[src/rtl/deadlock_mon_pkg.sv]
// -----------------------------------------------------------------------------
// deadlock_mon_pkg
// Shared definitions for the kernel deadlock decision stage:
//   - state_e        : detector state (RUN, SUSPECT, BLOCKED)
//   - DEF_THRESHOLD  : default number of stable-stuck cycles before deadlock
//   - DEF_CNT_W      : default stuck-cycle counter width
//   - sat_inc()      : saturating increment for counters up to 32 bits wide
// -----------------------------------------------------------------------------
package deadlock_mon_pkg;

    typedef enum logic [1:0] {
        ST_RUN     = 2'd0,
        ST_SUSPECT = 2'd1,
        ST_BLOCKED = 2'd2
    } state_e;

    localparam int unsigned DEF_THRESHOLD = 32'd1024;
    localparam int unsigned DEF_CNT_W     = 32'd16;

    // Increment val, clamping at the all-ones value of a 'width'-bit counter.
    // Works on a 32-bit carrier so any counter up to 32 bits can share it.
    function automatic logic [31:0] sat_inc(input logic [31:0] val,
                                            input int unsigned width);
        logic [32:0] w_lim;
        logic [31:0] w_max;
        w_lim = 33'd1 << width;
        w_max = w_lim[31:0] - 32'd1;
        if (val >= w_max) begin
            sat_inc = w_max;
        end else begin
            sat_inc = val + 32'd1;
        end
    endfunction

endpackage

[src/rtl/stuck_counter.sv]
// -----------------------------------------------------------------------------
// stuck_counter
// Saturating stuck-cycle counter with clear / restart / enable controls.
// Priority: clear (to 0) > restart (to 1) > enable (saturating +1).
// Ports:
//   i_clk, i_rst_n           clock, asynchronous active-low reset
//   i_clr, i_restart, i_en   counter controls
//   o_cnt     [CNT_W]        current count (registered)
//   o_at_thr                 count equals THRESHOLD-1
// -----------------------------------------------------------------------------
module stuck_counter
    import deadlock_mon_pkg::*;
#(
    parameter int unsigned CNT_W     = DEF_CNT_W,
    parameter int unsigned THRESHOLD = DEF_THRESHOLD
) (
    input  logic             i_clk,
    input  logic             i_rst_n,
    input  logic             i_clr,
    input  logic             i_restart,
    input  logic             i_en,
    output logic [CNT_W-1:0] o_cnt,
    output logic             o_at_thr
);

    localparam logic [CNT_W-1:0] THR_M1 = CNT_W'(THRESHOLD - 32'd1);

    logic [CNT_W-1:0] r_cnt;
    logic [31:0]      w_inc;

    assign w_inc = sat_inc(32'(r_cnt), CNT_W);

    generate
        if (CNT_W < 32) begin : g_hi
            logic w_unused_hi;
            assign w_unused_hi = |w_inc[31:CNT_W];
        end
    endgenerate

    // Count register: clear, restart at one, or saturating increment.
    always_ff @(posedge i_clk or negedge i_rst_n) begin
        if (!i_rst_n) begin
            r_cnt <= {CNT_W{1'b0}};
        end else if (i_clr) begin
            r_cnt <= {CNT_W{1'b0}};
        end else if (i_restart) begin
            r_cnt <= {{(CNT_W-1){1'b0}}, 1'b1};
        end else if (i_en) begin
            r_cnt <= w_inc[CNT_W-1:0];
        end
    end

    assign o_cnt    = r_cnt;
    assign o_at_thr = (r_cnt == THR_M1);

endmodule

[src/rtl/axis_deadlock_detector.sv]
// -----------------------------------------------------------------------------
// axis_deadlock_detector
// Per-kernel deadlock decision stage. Registers the raw AXIS-blocking,
// instance-blocking and instance-idle signals, counts consecutive cycles in
// which the same non-zero blocking pattern persists while the kernel is not
// fully idle, and raises a sticky block flag after THRESHOLD such cycles,
// latching which channels were blocked.
// Ports:
//   kernel_monitor_clock          clock
//   kernel_monitor_reset          asynchronous active-low reset
//   axis_block_sigs [N_AXIS]      1 = AXIS channel stalled on TDATA
//   inst_idle_sigs  [N_IDLE]      1 = instance idle
//   inst_block_sigs [N_INST]      1 = instance blocked on non-AXIS resource
//   block                         sticky deadlock flag
//   axis_snapshot   [N_AXIS]      AXIS pattern when block rose
//   inst_snapshot   [N_INST]      instance pattern when block rose
//   stuck_cycles    [CNT_W]       current consecutive stable-stuck count
// Optional: define AXIS_DEADLOCK_REPORT_EN for a simulation report when block
// rises and a hierarchically readable per-channel first-block-time array.
// -----------------------------------------------------------------------------
module axis_deadlock_detector
    import deadlock_mon_pkg::*;
#(
    parameter int unsigned N_AXIS    = 32'd4,
    parameter int unsigned N_IDLE    = 32'd4,
    parameter int unsigned N_INST    = 32'd1,
    parameter int unsigned THRESHOLD = DEF_THRESHOLD,
    parameter int unsigned CNT_W     = DEF_CNT_W
) (
    input  logic              kernel_monitor_clock,
    input  logic              kernel_monitor_reset,
    input  logic [N_AXIS-1:0] axis_block_sigs,
    input  logic [N_IDLE-1:0] inst_idle_sigs,
    input  logic [N_INST-1:0] inst_block_sigs,
    output logic              block,
    output logic [N_AXIS-1:0] axis_snapshot,
    output logic [N_INST-1:0] inst_snapshot,
    output logic [CNT_W-1:0]  stuck_cycles
);

    localparam int unsigned SIG_W = N_AXIS + N_INST;

    logic [SIG_W-1:0]  r_sig_q;
    logic [SIG_W-1:0]  r_sig_prev;
    logic [N_IDLE-1:0] r_idle_q;
    state_e            r_state;
    logic              r_block;
    logic [N_AXIS-1:0] r_axis_snap;
    logic [N_INST-1:0] r_inst_snap;

    logic   w_any_blk;
    logic   w_all_idle;
    logic   w_stable;
    logic   w_cond;
    logic   w_at_thr;
    logic   w_clr;
    logic   w_restart;
    logic   w_en;
    logic   w_go_blk;
    state_e w_state_nxt;

    // Input register stage; r_sig_prev gives the pattern one cycle older.
    always_ff @(posedge kernel_monitor_clock or negedge kernel_monitor_reset) begin
        if (!kernel_monitor_reset) begin
            r_sig_q    <= {SIG_W{1'b0}};
            r_sig_prev <= {SIG_W{1'b0}};
            r_idle_q   <= {N_IDLE{1'b0}};
        end else begin
            r_sig_q    <= {axis_block_sigs, inst_block_sigs};
            r_sig_prev <= r_sig_q;
            r_idle_q   <= inst_idle_sigs;
        end
    end

    assign w_any_blk  = |r_sig_q;
    assign w_all_idle = &r_idle_q;
    assign w_stable   = (r_sig_q == r_sig_prev);
    // A fully idle kernel has finished, so idle overrides blocking.
    assign w_cond     = w_any_blk && !w_all_idle;

    // Next-state and counter control. A pattern change is checked before the
    // threshold compare so a change on the threshold cycle restarts the count.
    always_comb begin
        w_state_nxt = r_state;
        w_clr       = 1'b0;
        w_restart   = 1'b0;
        w_en        = 1'b0;
        w_go_blk    = 1'b0;
        case (r_state)
            ST_RUN: begin
                if (w_cond) begin
                    w_state_nxt = ST_SUSPECT;
                    w_restart   = 1'b1;
                end else begin
                    w_clr       = 1'b1;
                end
            end
            ST_SUSPECT: begin
                if (!w_cond) begin
                    w_state_nxt = ST_RUN;
                    w_clr       = 1'b1;
                end else if (!w_stable) begin
                    w_restart   = 1'b1;
                end else if (w_at_thr) begin
                    w_en        = 1'b1;
                    w_go_blk    = 1'b1;
                    w_state_nxt = ST_BLOCKED;
                end else begin
                    w_en        = 1'b1;
                end
            end
            ST_BLOCKED: begin
                w_state_nxt = ST_BLOCKED;
            end
            default: begin
                w_state_nxt = ST_RUN;
                w_clr       = 1'b1;
            end
        endcase
    end

    // State, sticky flag and snapshot capture on the cycle block rises.
    always_ff @(posedge kernel_monitor_clock or negedge kernel_monitor_reset) begin
        if (!kernel_monitor_reset) begin
            r_state     <= ST_RUN;
            r_block     <= 1'b0;
            r_axis_snap <= {N_AXIS{1'b0}};
            r_inst_snap <= {N_INST{1'b0}};
        end else begin
            r_state <= w_state_nxt;
            if (w_go_blk) begin
                r_block     <= 1'b1;
                r_axis_snap <= r_sig_q[SIG_W-1:N_INST];
                r_inst_snap <= r_sig_q[N_INST-1:0];
            end
        end
    end

    stuck_counter #(
        .CNT_W     (CNT_W),
        .THRESHOLD (THRESHOLD)
    ) u_stuck_counter (
        .i_clk     (kernel_monitor_clock),
        .i_rst_n   (kernel_monitor_reset),
        .i_clr     (w_clr),
        .i_restart (w_restart),
        .i_en      (w_en),
        .o_cnt     (stuck_cycles),
        .o_at_thr  (w_at_thr)
    );

    assign block         = r_block;
    assign axis_snapshot = r_axis_snap;
    assign inst_snapshot = r_inst_snap;

`ifdef AXIS_DEADLOCK_REPORT_EN
    // Indices [N_INST-1:0] are instance channels, above them AXIS channels.
    longint unsigned r_cycle;
    longint unsigned r_first_blk_time [SIG_W];

    // Cycle counter and per-channel time of the latest rising blocking bit.
    always_ff @(posedge kernel_monitor_clock or negedge kernel_monitor_reset) begin
        if (!kernel_monitor_reset) begin
            r_cycle <= 64'd0;
            for (int i = 0; i < int'(SIG_W); i++) begin
                r_first_blk_time[i] <= 64'd0;
            end
        end else begin
            r_cycle <= r_cycle + 64'd1;
            if (r_state != ST_BLOCKED) begin
                for (int i = 0; i < int'(SIG_W); i++) begin
                    if (r_sig_q[i] && !r_sig_prev[i]) begin
                        r_first_blk_time[i] <= r_cycle;
                    end
                end
            end
        end
    end

    // Deadlock report printed on the edge that raises block.
    always_ff @(posedge kernel_monitor_clock) begin
        if (kernel_monitor_reset && w_go_blk) begin
            $display("[%0t] axis_deadlock_detector: deadlock declared, THRESHOLD=%0d",
                     $time, THRESHOLD);
            for (int i = 0; i < int'(N_AXIS); i++) begin
                if (r_sig_q[N_INST + i]) begin
                    $display("    axis channel %0d blocked", i);
                end
            end
            for (int i = 0; i < int'(N_INST); i++) begin
                if (r_sig_q[i]) begin
                    $display("    instance channel %0d blocked", i);
                end
            end
        end
    end
`endif

endmodule

[config.mk]
export PLATFORM = sky130hd
export DESIGN_NAME = axis_deadlock_detector
export DESIGN_NICKNAME = d
export VERILOG_FILES = /design/src/rtl/deadlock_mon_pkg.sv /design/src/rtl/stuck_counter.sv /design/src/rtl/axis_deadlock_detector.sv
export SDC_FILE = /design/constraint.sdc
export NUM_CORES = 1
export LEC_CHECK = 0
export CAP_MARGIN = 30
export CORE_MARGIN = 1
export CORE_UTILIZATION = 50
export DETAILED_ROUTE_END_ITERATION = 12
export GPL_ROUTABILITY_DRIVEN = 0
export PLACE_DENSITY = 0.77
export SLEW_MARGIN = 15
export SYNTH_ARGS = -nofsm -noshare
export SYNTH_HDL_FRONTEND = slang
export SYNTH_SLANG_ARGS = --single-unit
export TNS_END_PERCENT = 20
[constraint.sdc]
create_clock -name kernel_monitor_clock -period 4.5 [get_ports kernel_monitor_clock]
set_input_delay 0.9 -clock kernel_monitor_clock [delete_from_list [all_inputs] [get_ports kernel_monitor_clock]]
set_output_delay 0.9 -clock kernel_monitor_clock [all_outputs]
set_load 0.005 [all_outputs]
---- After elaboration in Yosys (flattened, before gate mapping) ----
Index checks and enable logic that the tools add are counted.
word-level totals
  register bits after elaboration ......... 38
  word-level logic and storage cells ...... 47
cells by class
  $add $sub $neg .......................... 1
  $lt $le $gt $ge ......................... 1
  equality and inequality tests ........... 7
  mux-type cells .......................... 22
  reduce and logical (&&, ||, !) cells .... 8
operators with widths
  kind                   count
  $mux 16                4
  $add 16x1->16 const B  1
  $eq 16x10->1 const B   1
  $ge 16x16->1 const B   1
  $mux 1                 11
  $mux 2                 4
  $pmux 2 s3             1
  $eq 5x5->1             1
  $reduce_or 5->1        1
  $pmux 1 s2             2
  $reduce_and 4->1       1
  $ne 3x2->1 const B     1
  $ne 3x3->1 const B     1
  $reduce_and 3->1       1
  $reduce_bool 3->1      1
  $eq 2x1->1 const B     1
  $eq 2x2->1 const B     1
  $logic_not 2->1        1
  $ne 2x2->1 const B     1
  $reduce_or 2->1        1
  $logic_and 1x1->1      1
  $logic_not 1->1        1

---- Depth between registers and ports, before layout ----
  word-level depth ........................ 8
  gate-level depth with buffers ........... 7
  mapped depth without buffers ............ 6

---- By module ----
Synthesis repeated with hierarchy kept, for this count alone.
unflattened totals
  cell total of the unflattened synthesis .. 149
  area total of the unflattened synthesis .. 1686.6 sq um
modules (own cells, without submodules)
  module                  times used  cells each  area each (sq um)  sequential area each (sq um)
  stuck_counter           1           101         904.6              400.4
  axis_deadlock_detector  1           48          782.0              550.5

---- Least setup slack after synthesis ----
No wires, ideal clock.
  kind .................................... reg-to-reg
  from .................................... reg u_stuck_counter.r_cnt[0], in the netlist u_stuck_counter.o_cnt[0]
  to ...................................... reg r_inst_snap, in the netlist inst_snapshot
  setup time .............................. 0.125 ns
  arrival time ............................ 1.672 ns
  required time ........................... 4.375 ns
  path slack .............................. 2.703 ns
  stages on the path, launching flop included .. 7
  path buffers ............................ 0
  clock period less this slack ............ 1.797 ns
  cell sequence ........................... dfrtp_1 > ha_1 > and3_1 > nand3_2 > nor3_2 > nand4_4 > mux2_4
between the ends
  word-level cells in the longest chain between the ends .. 5
RTL lines
  element                   line                           text
  start: declaration        stuck_counter.sv:28            logic [CNT_W-1:0] r_cnt;
  start signal: assignment  stuck_counter.sv:43            r_cnt <= {CNT_W{1'b0}};
  start signal: assignment  stuck_counter.sv:45            r_cnt <= {CNT_W{1'b0}};
  start signal: assignment  stuck_counter.sv:47            r_cnt <= {{(CNT_W-1){1'b0}}, 1'b1};
  $eq 16x10->1              stuck_counter.sv:54            assign o_at_thr = (r_cnt == THR_M1);
  $mux 1                    axis_deadlock_detector.sv:104  end else if (w_at_thr) begin
  $mux 1                    axis_deadlock_detector.sv:102  end else if (!w_stable) begin
  $mux 1                    axis_deadlock_detector.sv:99   if (!w_cond) begin
  $mux 1                    axis_deadlock_detector.sv:89   case (r_state)
  end signal: assignment    axis_deadlock_detector.sv:128  r_inst_snap <= {N_INST{1'b0}};
  end signal: assignment    axis_deadlock_detector.sv:134  r_inst_snap <= r_sig_q[N_INST-1:0];
  end: declaration          axis_deadlock_detector.sv:49   logic [N_INST-1:0] r_inst_snap;
No other way between the ends.
A chain may end at the register's enable or synchronous reset.

---- Worst setup path in the final report ----
  from .................................... reg u_stuck_counter.r_cnt[10], in the netlist u_stuck_counter.o_cnt[10]
  to ...................................... out stuck_cycles[10]
RTL lines
  element           line                          text
  end: declaration  axis_deadlock_detector.sv:38  output logic [CNT_W-1:0] stuck_cycles
No word-level cell between the ends.

==> results_dict.tcl <==
set metrics [dict create \
    core_area_sq_um 3337 \
    antenna_left 0 \
    global_route_wire_length_before_repair_mm 5.892 \
    internal_power_uw 442.0 \
    post_route_cells_drive_above_1_share 0.1139 \
    max_freq_ghz 0.4294 \
    setup.worst_path.start_class "register" \
    area_delta_synth_final_pct 25.07 \
    grt_antenna_before_repair 0 \
    routed_wl_mm 3.519 \
    critPathMaxFanout 9 \
    vdd_ir_drop_max_mv 0.1701 \
    report.final.slew_viol_count 0 \
    setup.worst_path.start "u_stuck_counter.o_cnt[10]" \
    power.leakage_nw 0.9117 \
    crit_path_dat_ps 1430 \
    finish.utilization 0.6547 \
    critical_path.top_delay_family "buffers and inverters" \
    power.switching_uw 126.2 \
    pwr-share-comb 0.058 \
    dpl.hpwl_mm 2.484 \
    setup_violations 0 \
    timing.final.hold_violations 0 \
    worst_path_max_delay_cell "sky130_fd_sc_hd__clkdlybuf4s50_1" \
    min_period_ps 2329 \
    crit_path_end_kind "output pin" \
    ys_warn_count 0 \
    clk_path_buf_depth 2 \
    critical-path-max-stage-delay_ps 560 \
    critical_path.n_buffers_inverters 1 \
    finClkSkew_ps 7.923 \
    slew_headroom 0.4876 \
    netlist-cell-type-count 37 \
    worst_pin_slew_ps 764.5 \
    total_power_per_unit_cell_area_nw_per_um2 260.1 \
    cts_resized 0 \
    total_inserted_antenna_cells 0 \
    grt.overflow.total 0 \
    cts_post_setup_buffers_inserted 0 \
    critPathRequiredTime_ps 3600 \
    min_delay_path_class "input port to async pin" \
    power_switching_share 0.2221 \
    start_util 0.5234 \
    grt_start_max_net_pins 39 \
    synthCells 166 \
    post-route-period-util 0.5175 \
    timing.setup.tns_ps 0 \
    final_net_count 213 \
    standard_cell_area_after_detailed_placement_sq_um 2097 \
    routedWlPerCell_um 14.19 \
    groute.usage.overall 0.2179 \
    fp-row-count 21 \
    ios 33 \
    die-area_sq_um 3734 \
    clk_root_buffer_cell "sky130_fd_sc_hd__clkbuf_4" \
    cts_inserted_buffers 5 \
    p_seq_frac 0.625 \
    clock_latency_ps 340 \
    setup_repair_after_global_routing_missed_its_margin "no" \
    max_cap_viol_count 0 \
    worstPathCellList "clkdlybuf4s50_1" \
    cts.sink_count 38 \
    dr.first_iter.drc_count 162 \
    drtPass1Iterations 4 \
    io_buffers 32 \
    drc 0 \
    cts.htree.levels 2 \
    routed_via_density 5.565 \
    synth-seq-cells 38 \
    seq_area_frac_synth 0.5444 \
    run_status "finished, final reports clean" \
    r2r-start "u_stuck_counter.o_cnt[0]" \
    synth_area_sq_um 1747 \
    critical_path_class "register to output pin" \
    cts_hold_buf 0 \
    cts_tree "built" \
    routed-via-count 1380 \
    cts.reportedPaths.clkPinSlew_ps 110 \
    synthesis.area_per_instance_sq_um 10.52 \
    floorplan.die.height_um 61.11 \
    post-route-cell-area_sq_um 2185 \
    dieWidth_um 61.11 \
    power.clock.fraction 0.317 \
    syn_nets 178 \
    grt_pass1_vias 1349 \
]
==> kinds of logic (layout without fill, tap and decap cells) <==
logic type	Yosys count	in the layout	synth area share
compound gates	37	37	0.1340
xor+xnor	5	5	0.02507
buf+inv	13	49	0.03223
fa+ha+maj	1	1	0.007162
mux	6	6	0.04871
flops	38	38	0.5444
simple gates	66	66	0.2085
==> path summary, 6_finish.rpt <==
path                                                     end  slack [ps]  cells past startpoint
min in group kernel_monitor_clock              r_sig_prev[4]         460                      0
worst max-delay path                        stuck_cycles[10]        2170                      1
worst min-delay path               u_stuck_counter.o_cnt[11]         410                      1
max in group asynchronous                      r_sig_prev[0]        3660                      2
worst max register to register      u_stuck_counter.o_cnt[0]        2340                      6
worst min register to register                 r_sig_prev[4]         460                      0
==> per-layer routing <==
layer	up-vias	global-route usage	routed length [um]	share of wire
met4	0	0.1364	64	0.018
met1	659	0.2578	1517	0.43
met2	50	0.3571	1743	0.50
met5	-	0	0	0
li1	664	-	-	-
met3	7	0.05252	194	0.055
==> registers in the layout, indices dropped and copies added (netlist names) <==
name / count
u_stuck_counter.o_cnt: 16
r_idle_q: 4
block: 1
r_state: 2
inst_snapshot: 1
r_sig_q: 5
r_sig_prev: 5
axis_snapshot: 4
==> worst reg2reg max path: stages (launching register included) <==
cell	delay [ps]
sky130_fd_sc_hd__dfrtp_1	440
sky130_fd_sc_hd__ha_1	230
sky130_fd_sc_hd__and3_1	260
sky130_fd_sc_hd__nand3_2	170
sky130_fd_sc_hd__nor3_2	680
sky130_fd_sc_hd__nand3b_1	200
sky130_fd_sc_hd__a22o_1	120
==> final cells by class <==
| type | instances | area, sq um |
|---|---|---|
| Multi-Input combinational cell | 115 | 739.5 |
| Fill cell | 270 | 1152 |
| Inverter | 6 | 22.52 |
| Timing Repair Buffer | 35 | 354.1 |
| Clock inverter | 1 | 5.005 |
| Sequential cell | 38 | 950.9 |
| Tap cell | 46 | 57.56 |
| Clock buffer | 7 | 55.05 |
==> metrics by stage <==
| stage | power, mW | instances | setup slack (ps) | hold WS [ps] |
|---|---|---|---|---|
| floorplan | 0.3732 | 166 | 2703 | 412.7 |
| global placement | 0.3913 | 237 | 2268 | 433.4 |
| detailed placement | 0.3933 | 238 | 2352 | 432.6 |
| CTS | 0.5754 | 246 | 2165 | 462.5 |
| global route | 0.5958 | 248 | 2099 | 400.6 |
| finish | 0.5681 | 248 | 2171 | 411.3 |
==> synth_stat cells (all sizes together) <==
cell type / number / area share
o2bb2ai: 1 / 0.0050
inv: 6 / 0.013
a41oi: 5 / 0.025
clkbuf: 2 / 0.0043
o22ai: 1 / 0.0036
nor2b: 1 / 0.0036
nand3: 17 / 0.052
nand3b: 2 / 0.0086
nand2: 13 / 0.028
and3: 5 / 0.018
and2: 1 / 0.0036
mux2i: 1 / 0.0057
o21ai: 16 / 0.052
or4: 1 / 0.0064
a22o: 1 / 0.0050
buf: 5 / 0.015
and4: 1 / 0.0050
mux2: 5 / 0.043
or3: 1 / 0.0036
nor2: 14 / 0.030
dfrtp: 38 / 0.54
nor3: 4 / 0.020
nand2b: 2 / 0.0072
o21a: 1 / 0.0043
xnor2: 5 / 0.025
a21oi: 9 / 0.026
o211ai: 2 / 0.0086
o31ai: 1 / 0.0043
nand4: 4 / 0.023
ha: 1 / 0.0072
==> cell usage in the layout (no fill, tap or decap), types with 2 or more instances in the layout <==
| master | synthesis | layout |
|---|---|---|
| sky130_fd_sc_hd__nand2_1 | 13 | 13 |
| sky130_fd_sc_hd__nand3b_1 | 2 | 2 |
| sky130_fd_sc_hd__xnor2_1 | 5 | 5 |
| sky130_fd_sc_hd__and3_1 | 5 | 5 |
| sky130_fd_sc_hd__o211ai_1 | 2 | 2 |
| sky130_fd_sc_hd__nor2_1 | 14 | 14 |
| sky130_fd_sc_hd__a21oi_1 | 9 | 9 |
| sky130_fd_sc_hd__clkdlybuf4s50_1 | 0 | 31 |
| sky130_fd_sc_hd__nand4_1 | 3 | 3 |
| sky130_fd_sc_hd__mux2_4 | 5 | 5 |
| sky130_fd_sc_hd__nor3_2 | 3 | 3 |
| sky130_fd_sc_hd__nand3_1 | 16 | 16 |
| sky130_fd_sc_hd__clkbuf_4 | 0 | 5 |
| sky130_fd_sc_hd__dfrtp_1 | 38 | 38 |
| sky130_fd_sc_hd__inv_1 | 6 | 6 |
| sky130_fd_sc_hd__o21ai_1 | 14 | 14 |
| sky130_fd_sc_hd__a41oi_1 | 5 | 5 |
| sky130_fd_sc_hd__nand2b_1 | 2 | 2 |
==> power groups by stage <==
stage / sequential [mW] / clock (mW) / combinational (mW)
floorplan: 0.361 / 0 / 0.0126
global placement: 0.361 / 0 / 0.0300
detailed placement: 0.362 / 0 / 0.0315
CTS: 0.355 / 0.189 / 0.0316
global route: 0.356 / 0.203 / 0.0369
finish: 0.355 / 0.180 / 0.0329
(Power assumes the default switching activity.)
